==> config.mk <==
export PLATFORM = sky130hd
export DESIGN_NAME = bpsk_modulator_flat
export DESIGN_NICKNAME = d
export VERILOG_FILES = /design/src/rtl/bpsk_modulator_if.sv /design/src/rtl/bpsk_modulator.sv /design/src/flat_wrapper.sv
export SDC_FILE = /design/constraint.sdc
export NUM_CORES = 1
export LEC_CHECK = 0
export CAP_MARGIN = 10
export CORE_ASPECT_RATIO = 0.7
export CORE_MARGIN = 2
export CORE_UTILIZATION = 58
export CTS_BUF_LIST = sky130_fd_sc_hd__clkbuf_4
export CTS_CLUSTER_DIAMETER = 200
export DETAILED_ROUTE_END_ITERATION = 8
export GPL_TIMING_DRIVEN = 0
export HOLD_SLACK_MARGIN = 0.12
export MAX_ROUTING_LAYER = met4
export PLACE_DENSITY = 0.82
export SLEW_MARGIN = 20
export SYNTH_ARGS = -nofsm -noshare
export SYNTH_HDL_FRONTEND = slang
export SYNTH_SLANG_ARGS = --single-unit
==> constraint.sdc <==
create_clock -name clk -period 4.5 [get_ports clk]
set_input_delay 0.9 -clock clk [delete_from_list [all_inputs] [get_ports clk]]
set_output_delay 0.9 -clock clk [all_outputs]
set_load 0.1 [all_outputs]
==> src/rtl/bpsk_modulator_if.sv <==
// Bit-stream handshake between the packet serializer (master) and the BPSK modulator (slave).
// One bit moves on every clock where bit_valid and bit_ready are both high.
interface bpsk_modulator_if;
    logic bit_data;
    logic bit_last;
    logic bit_valid;
    logic bit_ready;

    modport master (output bit_data, output bit_last, output bit_valid, input bit_ready);
    modport slave  (input bit_data, input bit_last, input bit_valid, output bit_ready);
endinterface

==> src/rtl/bpsk_modulator.sv <==
// BPSK modulator: pulls bits from the serializer and emits signed 8-bit carrier samples
// from a 16-entry sine table, phase 0/180 deg per bit (NRZ or differential).
module bpsk_modulator #(
    parameter int unsigned SAMPLE_DIV     = 2,
    parameter int unsigned CYCLES_PER_BIT = 4,
    parameter bit          DIFF           = 1'b0
) (
    input  logic                clk,
    input  logic                rst_n,
    bpsk_modulator_if.slave     bit_if,
    output logic signed [7:0]   sample_out,
    output logic                sample_valid,
    output logic                busy,
    output logic                underrun
);

    localparam int unsigned DIV_W = (SAMPLE_DIV > 1) ? $clog2(SAMPLE_DIV) : 1;
    localparam int unsigned CYC_W = (CYCLES_PER_BIT > 1) ? $clog2(CYCLES_PER_BIT) : 1;
    localparam logic [DIV_W-1:0] DIV_LAST = DIV_W'(SAMPLE_DIV - 1);
    localparam logic [CYC_W-1:0] CYC_LAST = CYC_W'(CYCLES_PER_BIT - 1);

    typedef enum logic {IDLE, RUN} state_e;

    state_e             state_q, state_d;
    logic [DIV_W-1:0]   div_q, div_d;
    logic [3:0]         idx_q, idx_d;
    logic [CYC_W-1:0]   cyc_q, cyc_d;
    logic               phase_q, phase_d;
    logic               last_q, last_d;
    logic signed [7:0]  sample_q, sample_d;
    logic               valid_q, valid_d;
    logic               underrun_q, underrun_d;

    logic end_of_bit;
    logic xfer;

    function automatic logic signed [7:0] sin_lut(input logic [3:0] i);
        logic signed [7:0] v;
        case (i)
            4'd0:  v = 8'sd0;
            4'd1:  v = 8'sd49;
            4'd2:  v = 8'sd90;
            4'd3:  v = 8'sd117;
            4'd4:  v = 8'sd127;
            4'd5:  v = 8'sd117;
            4'd6:  v = 8'sd90;
            4'd7:  v = 8'sd49;
            4'd8:  v = 8'sd0;
            4'd9:  v = -8'sd49;
            4'd10: v = -8'sd90;
            4'd11: v = -8'sd117;
            4'd12: v = -8'sd127;
            4'd13: v = -8'sd117;
            4'd14: v = -8'sd90;
            default: v = -8'sd49;
        endcase
        return v;
    endfunction

    assign end_of_bit = (state_q == RUN) && (div_q == DIV_LAST) &&
                        (idx_q == 4'd15) && (cyc_q == CYC_LAST);
    assign xfer       = bit_if.bit_valid && bit_if.bit_ready;

    assign bit_if.bit_ready = (state_q == IDLE) || end_of_bit;
    assign busy             = (state_q == RUN);
    assign sample_out       = sample_q;
    assign sample_valid     = valid_q;
    assign underrun         = underrun_q;

    always_comb begin
        // NOTE: every signal gets a default first so no path through this block infers a latch.
        state_d    = state_q;
        div_d      = div_q;
        idx_d      = idx_q;
        cyc_d      = cyc_q;
        phase_d    = phase_q;
        last_d     = last_q;
        sample_d   = sample_q;
        valid_d    = 1'b0;
        underrun_d = 1'b0;

        // Table range is symmetric (+-127), so the negation cannot overflow.
        if (state_q == RUN && div_q == '0) begin
            sample_d = phase_q ? -sin_lut(idx_q) : sin_lut(idx_q);
            valid_d  = 1'b1;
        end

        case (state_q)
            IDLE: begin
                if (xfer) begin
                    state_d = RUN;
                    div_d   = '0;
                    idx_d   = '0;
                    cyc_d   = '0;
                    last_d  = bit_if.bit_last;
                    phase_d = DIFF ? (phase_q ^ bit_if.bit_data) : bit_if.bit_data;
                end
            end
            RUN: begin
                if (end_of_bit) begin
                    div_d = '0;
                    idx_d = '0;
                    cyc_d = '0;
                    if (xfer) begin
                        last_d  = bit_if.bit_last;
                        phase_d = DIFF ? (phase_q ^ bit_if.bit_data) : bit_if.bit_data;
                    end else begin
                        // Clearing phase here restarts the differential reference each packet.
                        state_d    = IDLE;
                        phase_d    = 1'b0;
                        underrun_d = ~last_q;
                    end
                end else if (div_q == DIV_LAST) begin
                    div_d = '0;
                    if (idx_q == 4'd15) begin
                        idx_d = '0;
                        cyc_d = cyc_q + 1'b1;
                    end else begin
                        idx_d = idx_q + 1'b1;
                    end
                end else begin
                    div_d = div_q + 1'b1;
                end
            end
            default: state_d = IDLE;
        endcase

        // The last sample of a bit (SAMPLE_DIV==1) still goes out on the edge entering IDLE.
        if (state_d == IDLE && !valid_d) begin
            sample_d = '0;
        end
    end

    // NOTE: sequential state uses non-blocking assignments so every register samples pre-edge values.
    always_ff @(posedge clk or negedge rst_n) begin
        if (!rst_n) begin
            state_q    <= IDLE;
            div_q      <= '0;
            idx_q      <= '0;
            cyc_q      <= '0;
            phase_q    <= 1'b0;
            last_q     <= 1'b0;
            sample_q   <= '0;
            valid_q    <= 1'b0;
            underrun_q <= 1'b0;
        end else begin
            state_q    <= state_d;
            div_q      <= div_d;
            idx_q      <= idx_d;
            cyc_q      <= cyc_d;
            phase_q    <= phase_d;
            last_q     <= last_d;
            sample_q   <= sample_d;
            valid_q    <= valid_d;
            underrun_q <= underrun_d;
        end
    end

endmodule

==> src/flat_wrapper.sv <==
// flat-port wrapper written by rule: the top's interface ports become plain ports
module bpsk_modulator_flat 
#(
    parameter int unsigned SAMPLE_DIV     = 2,
    parameter int unsigned CYCLES_PER_BIT = 4,
    parameter bit          DIFF           = 1'b0
)
  (clk, rst_n, sample_out, sample_valid, busy, underrun, bit_if_bit_data, bit_if_bit_last, bit_if_bit_valid, bit_if_bit_ready);
  bpsk_modulator_if bit_if_i ();
  input  logic clk;
  input  logic rst_n;
  output logic signed [7:0] sample_out;
  output logic sample_valid;
  output logic busy;
  output logic underrun;
  input wire logic [$bits(bit_if_i.bit_data)-1:0] bit_if_bit_data;
  input wire logic [$bits(bit_if_i.bit_last)-1:0] bit_if_bit_last;
  input wire logic [$bits(bit_if_i.bit_valid)-1:0] bit_if_bit_valid;
  output wire logic [$bits(bit_if_i.bit_ready)-1:0] bit_if_bit_ready;
  assign bit_if_i.bit_data = bit_if_bit_data;
  assign bit_if_i.bit_last = bit_if_bit_last;
  assign bit_if_i.bit_valid = bit_if_bit_valid;
  assign bit_if_bit_ready = bit_if_i.bit_ready;
  bpsk_modulator #(.SAMPLE_DIV(SAMPLE_DIV), .CYCLES_PER_BIT(CYCLES_PER_BIT), .DIFF(DIFF)) u_core (.clk(clk), .rst_n(rst_n), .bit_if(bit_if_i), .sample_out(sample_out), .sample_valid(sample_valid), .busy(busy), .underrun(underrun));
endmodule
Word level (Yosys, flattened, before mapping)
Memory sizes are Yosys's and may differ from the RTL's.
Index checks and enable logic that the tools add are counted.
{ "op_classes": {"n_addsub": 4, "eq_ne": 6, "n_mux": 32, "n_bitwise": 4, "reduce_logical": 12} }
{ "op_table": {"columns": ["operator", "n"], "rows": [
  ["$mux 8", 4],
  ["$mux 4", 4],
  ["$mux 1", 14],
  ["$mux 2", 4],
  ["$neg 8->8", 1],
  ["$pmux 1 s2", 4],
  ["$pmux 4 s2", 1],
  ["$logic_and 1x1->1", 6],
  ["$ne 3x3->1 const B", 2],
  ["$add 4x1->4 const B", 1],
  ["$eq 4x4->1 const B", 1],
  ["$not 1->1", 4],
  ["$pmux 2 s2", 1],
  ["$reduce_and 2->1", 2],
  ["$reduce_and 3->1", 1],
  ["$add 2x1->2 const B", 1],
  ["$eq 2x2->1 const B", 1],
  ["$ne 2x1->1 const B", 1],
  ["$ne 2x2->1 const B", 1],
  ["$reduce_bool 2->1", 1],
  ["$add 1x1->1 const B", 1],
  ["$logic_not 1->1", 1],
  ["$logic_or 1x1->1", 1]
]} }
{ "totals": {"ff_bits": 20, "mem_bits_ro": 256, "inputBits": 5, "output_inout_bits": 12, "elab_cells": 69, "mem_count": 2} }
{ "mem_list": {"columns": ["memory", "depth", "width", "read_ports", "rd_clocked_by_memory_dff", "write_ports", "line", "source"], "rows": [
  ["(name not given)", 16, 8, 1, 0, 0, "bpsk_modulator.sv:39", "case (i)"],
  ["(name not given)", 16, 8, 1, 0, 0, "bpsk_modulator.sv:39", null]
]} }

Depth between registers and ports, before layout
{ "logic_depth": {"word_depth": 11, "depth_mapped": 10, "ltp_nobuf": 10} }

Worst setup path after synthesis
OpenSTA, ideal clock, no wires.
{ "synth_timing": {"kind": "reg-to-reg", "startpoint": "register u_core.idx_q[1]", "endpoint": "register u_core.sample_q[7] (netlist: u_core.sample_out[7])", "setup_time_ns": 0.141, "arrival_ns": 3.964, "required_time_ns": 4.359, "slack_ns": 0.395, "path_stages_with_launch": 7, "path_buffers": 0, "period_less_slack_ns": 4.105, "cell_sequence": "dfrtp_1 -> ha_1 -> nand2_1 -> o21ai_0 -> a21oi_1 -> a21oi_1 -> nand3_1"} }
{ "synth_via": {"elab_chain_cells": 11, "word_cells_on_any_way": 18, "classes_between": "add/sub (1); eq/ne (1); mux (7); bitwise (1); reduce/logical (6); memory (2)"} }
{ "synth_lines": {"columns": ["item", "line", "source"], "rows": [
  ["from (decl)", "bpsk_modulator.sv:26", "logic [3:0] idx_q, idx_d;"],
  ["from (signal assigned)", "bpsk_modulator.sv:149", "idx_q <= idx_d;"],
  ["$eq 4x4->1 (*)", "bpsk_modulator.sv:61", "(idx_q == 4'd15) && (cyc_q == CYC_LAST);"],
  ["$logic_and 1x1->1 (*)", "bpsk_modulator.sv:60", "assign end_of_bit = (state_q == RUN) && (div_q == DIV_LAST) &&"],
  ["$logic_and 1x1->1 (*)", "bpsk_modulator.sv:61", null],
  ["$logic_or 1x1->1 (*)", "bpsk_modulator.sv:64", "assign bit_if.bit_ready = (state_q == IDLE) || end_of_bit;"],
  ["named net bit_if_bit_ready", "flat_wrapper.sv:19", "output wire logic [$bits(bit_if_i.bit_ready)-1:0] bit_if_bit_ready;"],
  ["$logic_and 1x1->1 (*)", "bpsk_modulator.sv:62", "assign xfer = bit_if.bit_valid && bit_if.bit_ready;"],
  ["$mux 1 (*)", "bpsk_modulator.sv:90, bpsk_modulator.sv:104", null],
  ["$mux 1", "bpsk_modulator.sv:100", "if (end_of_bit) begin"],
  ["$pmux 1 s2 (*)", "bpsk_modulator.sv:88", "case (state_q)"],
  ["$not 1->1 (*)", "bpsk_modulator.sv:129", "if (state_d == IDLE && !valid_d) begin"],
  ["$logic_and 1x1->1 (*)", "bpsk_modulator.sv:129", null],
  ["$mux 8 or $reduce_bool 2->1 (tied branches)", null, null],
  ["to (signal assigned)", "bpsk_modulator.sv:153", "sample_q <= sample_d;"],
  ["to (decl)", "bpsk_modulator.sv:30", "logic signed [7:0] sample_q, sample_d;"]
]} }
Mark *: on every way through the listed nets, which the timed path passes. The rest lies on a longest branch. The select of a mux whose other input is x is not followed.
A chain may end at the register's enable or synchronous reset.

Worst setup path after layout
{ "layout_timing": {"startpoint": "register u_core.idx_q[1]", "endpoint": "output bit_if_bit_ready"} }
{ "layout_via": {"elab_chain_cells": 4} }
{ "layout_lines": {"columns": ["item", "line"], "rows": [
  ["$eq 4x4->1", "bpsk_modulator.sv:61"],
  ["$logic_and 1x1->1", "bpsk_modulator.sv:60"],
  ["$logic_and 1x1->1", "bpsk_modulator.sv:61"],
  ["$logic_or 1x1->1", "bpsk_modulator.sv:64"],
  ["to (decl)", "flat_wrapper.sv:19"]
]} }
Every way passes these cells.

==> results.md <==
* Status: finished, final reports clean
* GR Util All Layers at 0.224
* CTS H-tree depth at 1
* Final hold vios at 0
* Die height at 42.9 µm
* Cell taking the most area after synthesis: dfrtp_1
* Worst path cell trace: ha_1 > nand2_1 > o21ai_0 > clkdlybuf4s50_1
* Worst Path Required at approximately 3.6 ns
* Worst path max stage delay at ~1.2 ns
* DRT antenna net count at 0
* Clock sink count at 20
* IO Pins at 17
* Row count at 14
* Clk_skew at roughly 0.005 ns
* Min Tclk post-route at 3.92 ns
* Synth Instances at 137
* Part of the Yosys area used for sequential elements at 0.398
* FF-to-FF Start: u_core.idx_q[0]$_DFFE_PN0P_
* Unrepaired setup endpoints after global routing: false
* Number of hold buffers added after cts at 0
* Vias in the first global route at a little over 900
* Layout cell share with drive strength beyond 1 at 0.0637
* Global route total overflow at 0
* Worst-Skew Late Latency at 0.31 ns
* Slew Limit Headroom at 0.355
* Starting density of the core at 0.598
* CP Max Fanout at 10
* Most frequent cells in the layout: dfrtp_1 (20), nand2_1 (19), clkdlybuf4s50_1 (16), inv_1 (13), o21ai_0 (10)
* Hold_sp: u_core.last_q$_DFFE_PN0P_
* Resized cells post-CTS at 0
* Top FF cell, synth: dfrtp_1
* Setup Buffers After CTS at 0
* DR iter-0 viols at 34
* Nets at ~170
* Largest net degree at the start of global routing at 21
* Max cap viols at 0
* DRT Pass-1 Iters at 4
* Fmax at 0.255 GHz
* Syn. warnings at 0
* Commonest non-fill, non-tap cell in the layout: dfrtp_1
* Post-layout worst setup margin at 0.583 ns
* Antenna violations before repair at 0
* Setup TNS at 0 ns
* Crit Path Class: reg -> out
* Post-synth EDFFs at 0
* Dpl ws at between 0.9 and 1 ns
* GPL Wtd Cong at about 0.86
* Dpl hpwl at 1930 µm
* R2R depth at 7
* Count of final max-slew check failures at 0
* Worst Max-Slew Pin Slew at about 0.96 ns
* Post-Synthesis Net Count at ~150
* Netlist cell types at 37
* Critical path endpoint category: primary output
* CTS tree: yes
* Vias at ~1100
* Routed WL at 2540 µm
* Max stage delay cell, worst path: clkdlybuf4s50_1
* Hold depth at 1
* CTS root buf: clkbuf_4
* Area share of the largest cell type after synthesis at 0.398
* ANT cells at 0
* WL/cell at roughly 14 µm
* Worst setup SP type: flip-flop
* Worst path top cell family by delay: buffers and inverters
* RR Endpoint: u_core.sample_out[7]$_DFFE_PN0P_
* Area delta synth->final at 17.2%
* Number of remaining DRC errors at 0
* Mean Syn Cell Area at 9.17 µm²
* WP data arrival at between 3 and 4 ns
* Reg2reg setup slack at between 1.5 and 2 ns
* Asr flop ratio synth at 1.00
* Max Root-Sink Buffers at 2
* Total CTS buffers at 3
* Port Buf Inserts at 16
* Die W at 59.6 µm
* Buf/Inv on CP at 1
* Drt via density at roughly 6
* Setup-failing EPs final at 0
* Seq cells post-synth at 20
* Worst-path clk slew at approximately 0.11 ns
* Synth area leaders: dfrtp_1 (40%), ha_1 (9.0%), nand2_1 (5.7%)
* Hold Crit Class: reg -> reg
* Hold Path Sink: u_core.underrun$_DFF_PN0_
* Die Footprint at ~2600 µm²
* Period utilization at 0.870
* First-pass GRT wire length at around 4100 µm
* Synthesized area at between 1000 and 1500 µm²
* Core box area at roughly 2100 µm²
-- sequential cells by signal, summed over array words and instances, names as in the netlist --
name / flops
u_core.cyc_q: 2
u_core.phase_q: 1
u_core.sample_out: 8
u_core.idx_q: 4
u_core.div_q: 1
u_core.last_q: 1
u_core.sample_valid: 1
u_core.underrun: 1
u_core.busy: 1
-- synthesized netlist by cell type, types with 2 or more instances --
| master | instances |
|---|---|
| nor2b_1 | 2 |
| nor3_1 | 2 |
| o22ai_1 | 4 |
| xor2_1 | 3 |
| a21oi_1 | 5 |
| o21ai_0 | 10 |
| mux2i_1 | 2 |
| ha_1 | 9 |
| dfrtp_1 | 20 |
| inv_1 | 13 |
| clkbuf_1 | 3 |
| o31ai_1 | 4 |
| nand2b_1 | 3 |
| a21boi_0 | 2 |
| o41ai_1 | 3 |
| nand2_1 | 19 |
| nor2_1 | 6 |
| nand3_1 | 7 |
| xnor2_1 | 2 |
-- area by class of cell --
type                       instances  area (µm²)
multi-input combinational         99         677
fill                             185         629
sequential                        20         500
timing repair buffer              16         160
inverter                          13        48.8
buffer                             5        30.0
tap                               24        30.0
clock buffer                       3        22.5
clock inverter                     1        3.75
-- per-layer routing --
layer,up-vias,track usage,share of wire
li1,523,-,-
met5,-,-,0
met2,49,0.334,0.46
met1,501,0.296,0.45
met3,7,0.0549,0.072
met4,0,0.0844,0.016
-- cell families after synthesis --
kind of cell,after synthesis,share of synthesized area
fa+ha+maj,9,0.0896
compound gates,37,0.205
simple gates,44,0.166
mux,4,0.0428
xor+xnor,5,0.0349
buf+inv,18,0.0628
flops,20,0.398
-- worst reg2reg max path: cells and delay by family, from the launching register on --
kind	cells	cell delay (ns)
adder cells (fa/ha/maj)	1	0.27
buffers and inverters	1	0.19
AND/OR/NAND/NOR	3	1.16
AO/OA/AOI/OAI	2	0.35
flip-flops	1	0.49
-- stage by stage --
step | instances | cell area, µm² | hold slack [ns] | utilization
3_5_place_dp | 177 | 1450 | 0.419 | 0.688
2_1_floorplan | 137 | 1260 | 0.403 | -
5_1_grt | 181 | 1470 | 0.459 | 0.701
6_report | 181 | 1470 | 0.430 | 0.701
3_3_place_gp | 177 | 1450 | 0.417 | 0.688
4_1_cts | 181 | 1470 | 0.435 | 0.701
-- worst max path at each step --
stage	from	end	slack, ns	cells after the start
3_3_place_gp	u_core.idx_q[1]$_DFFE_PN0P_	bit_if_bit_ready	1.01	4
5_1_grt	u_core.idx_q[1]$_DFFE_PN0P_	bit_if_bit_ready	0.40	4
3_5_place_dp	u_core.idx_q[1]$_DFFE_PN0P_	bit_if_bit_ready	0.99	4
6_report	u_core.idx_q[1]$_DFFE_PN0P_	bit_if_bit_ready	0.58	4
4_1_cts	u_core.idx_q[1]$_DFFE_PN0P_	bit_if_bit_ready	0.61	4
2_1_floorplan	u_core.idx_q[1]$_DFFE_PN0P_	u_core.sample_out[7]$_DFFE_PN0P_	0.39	6
Power is not shown: default switching activity piles up to over one toggle a cycle in this logic, so the estimate is an artifact.
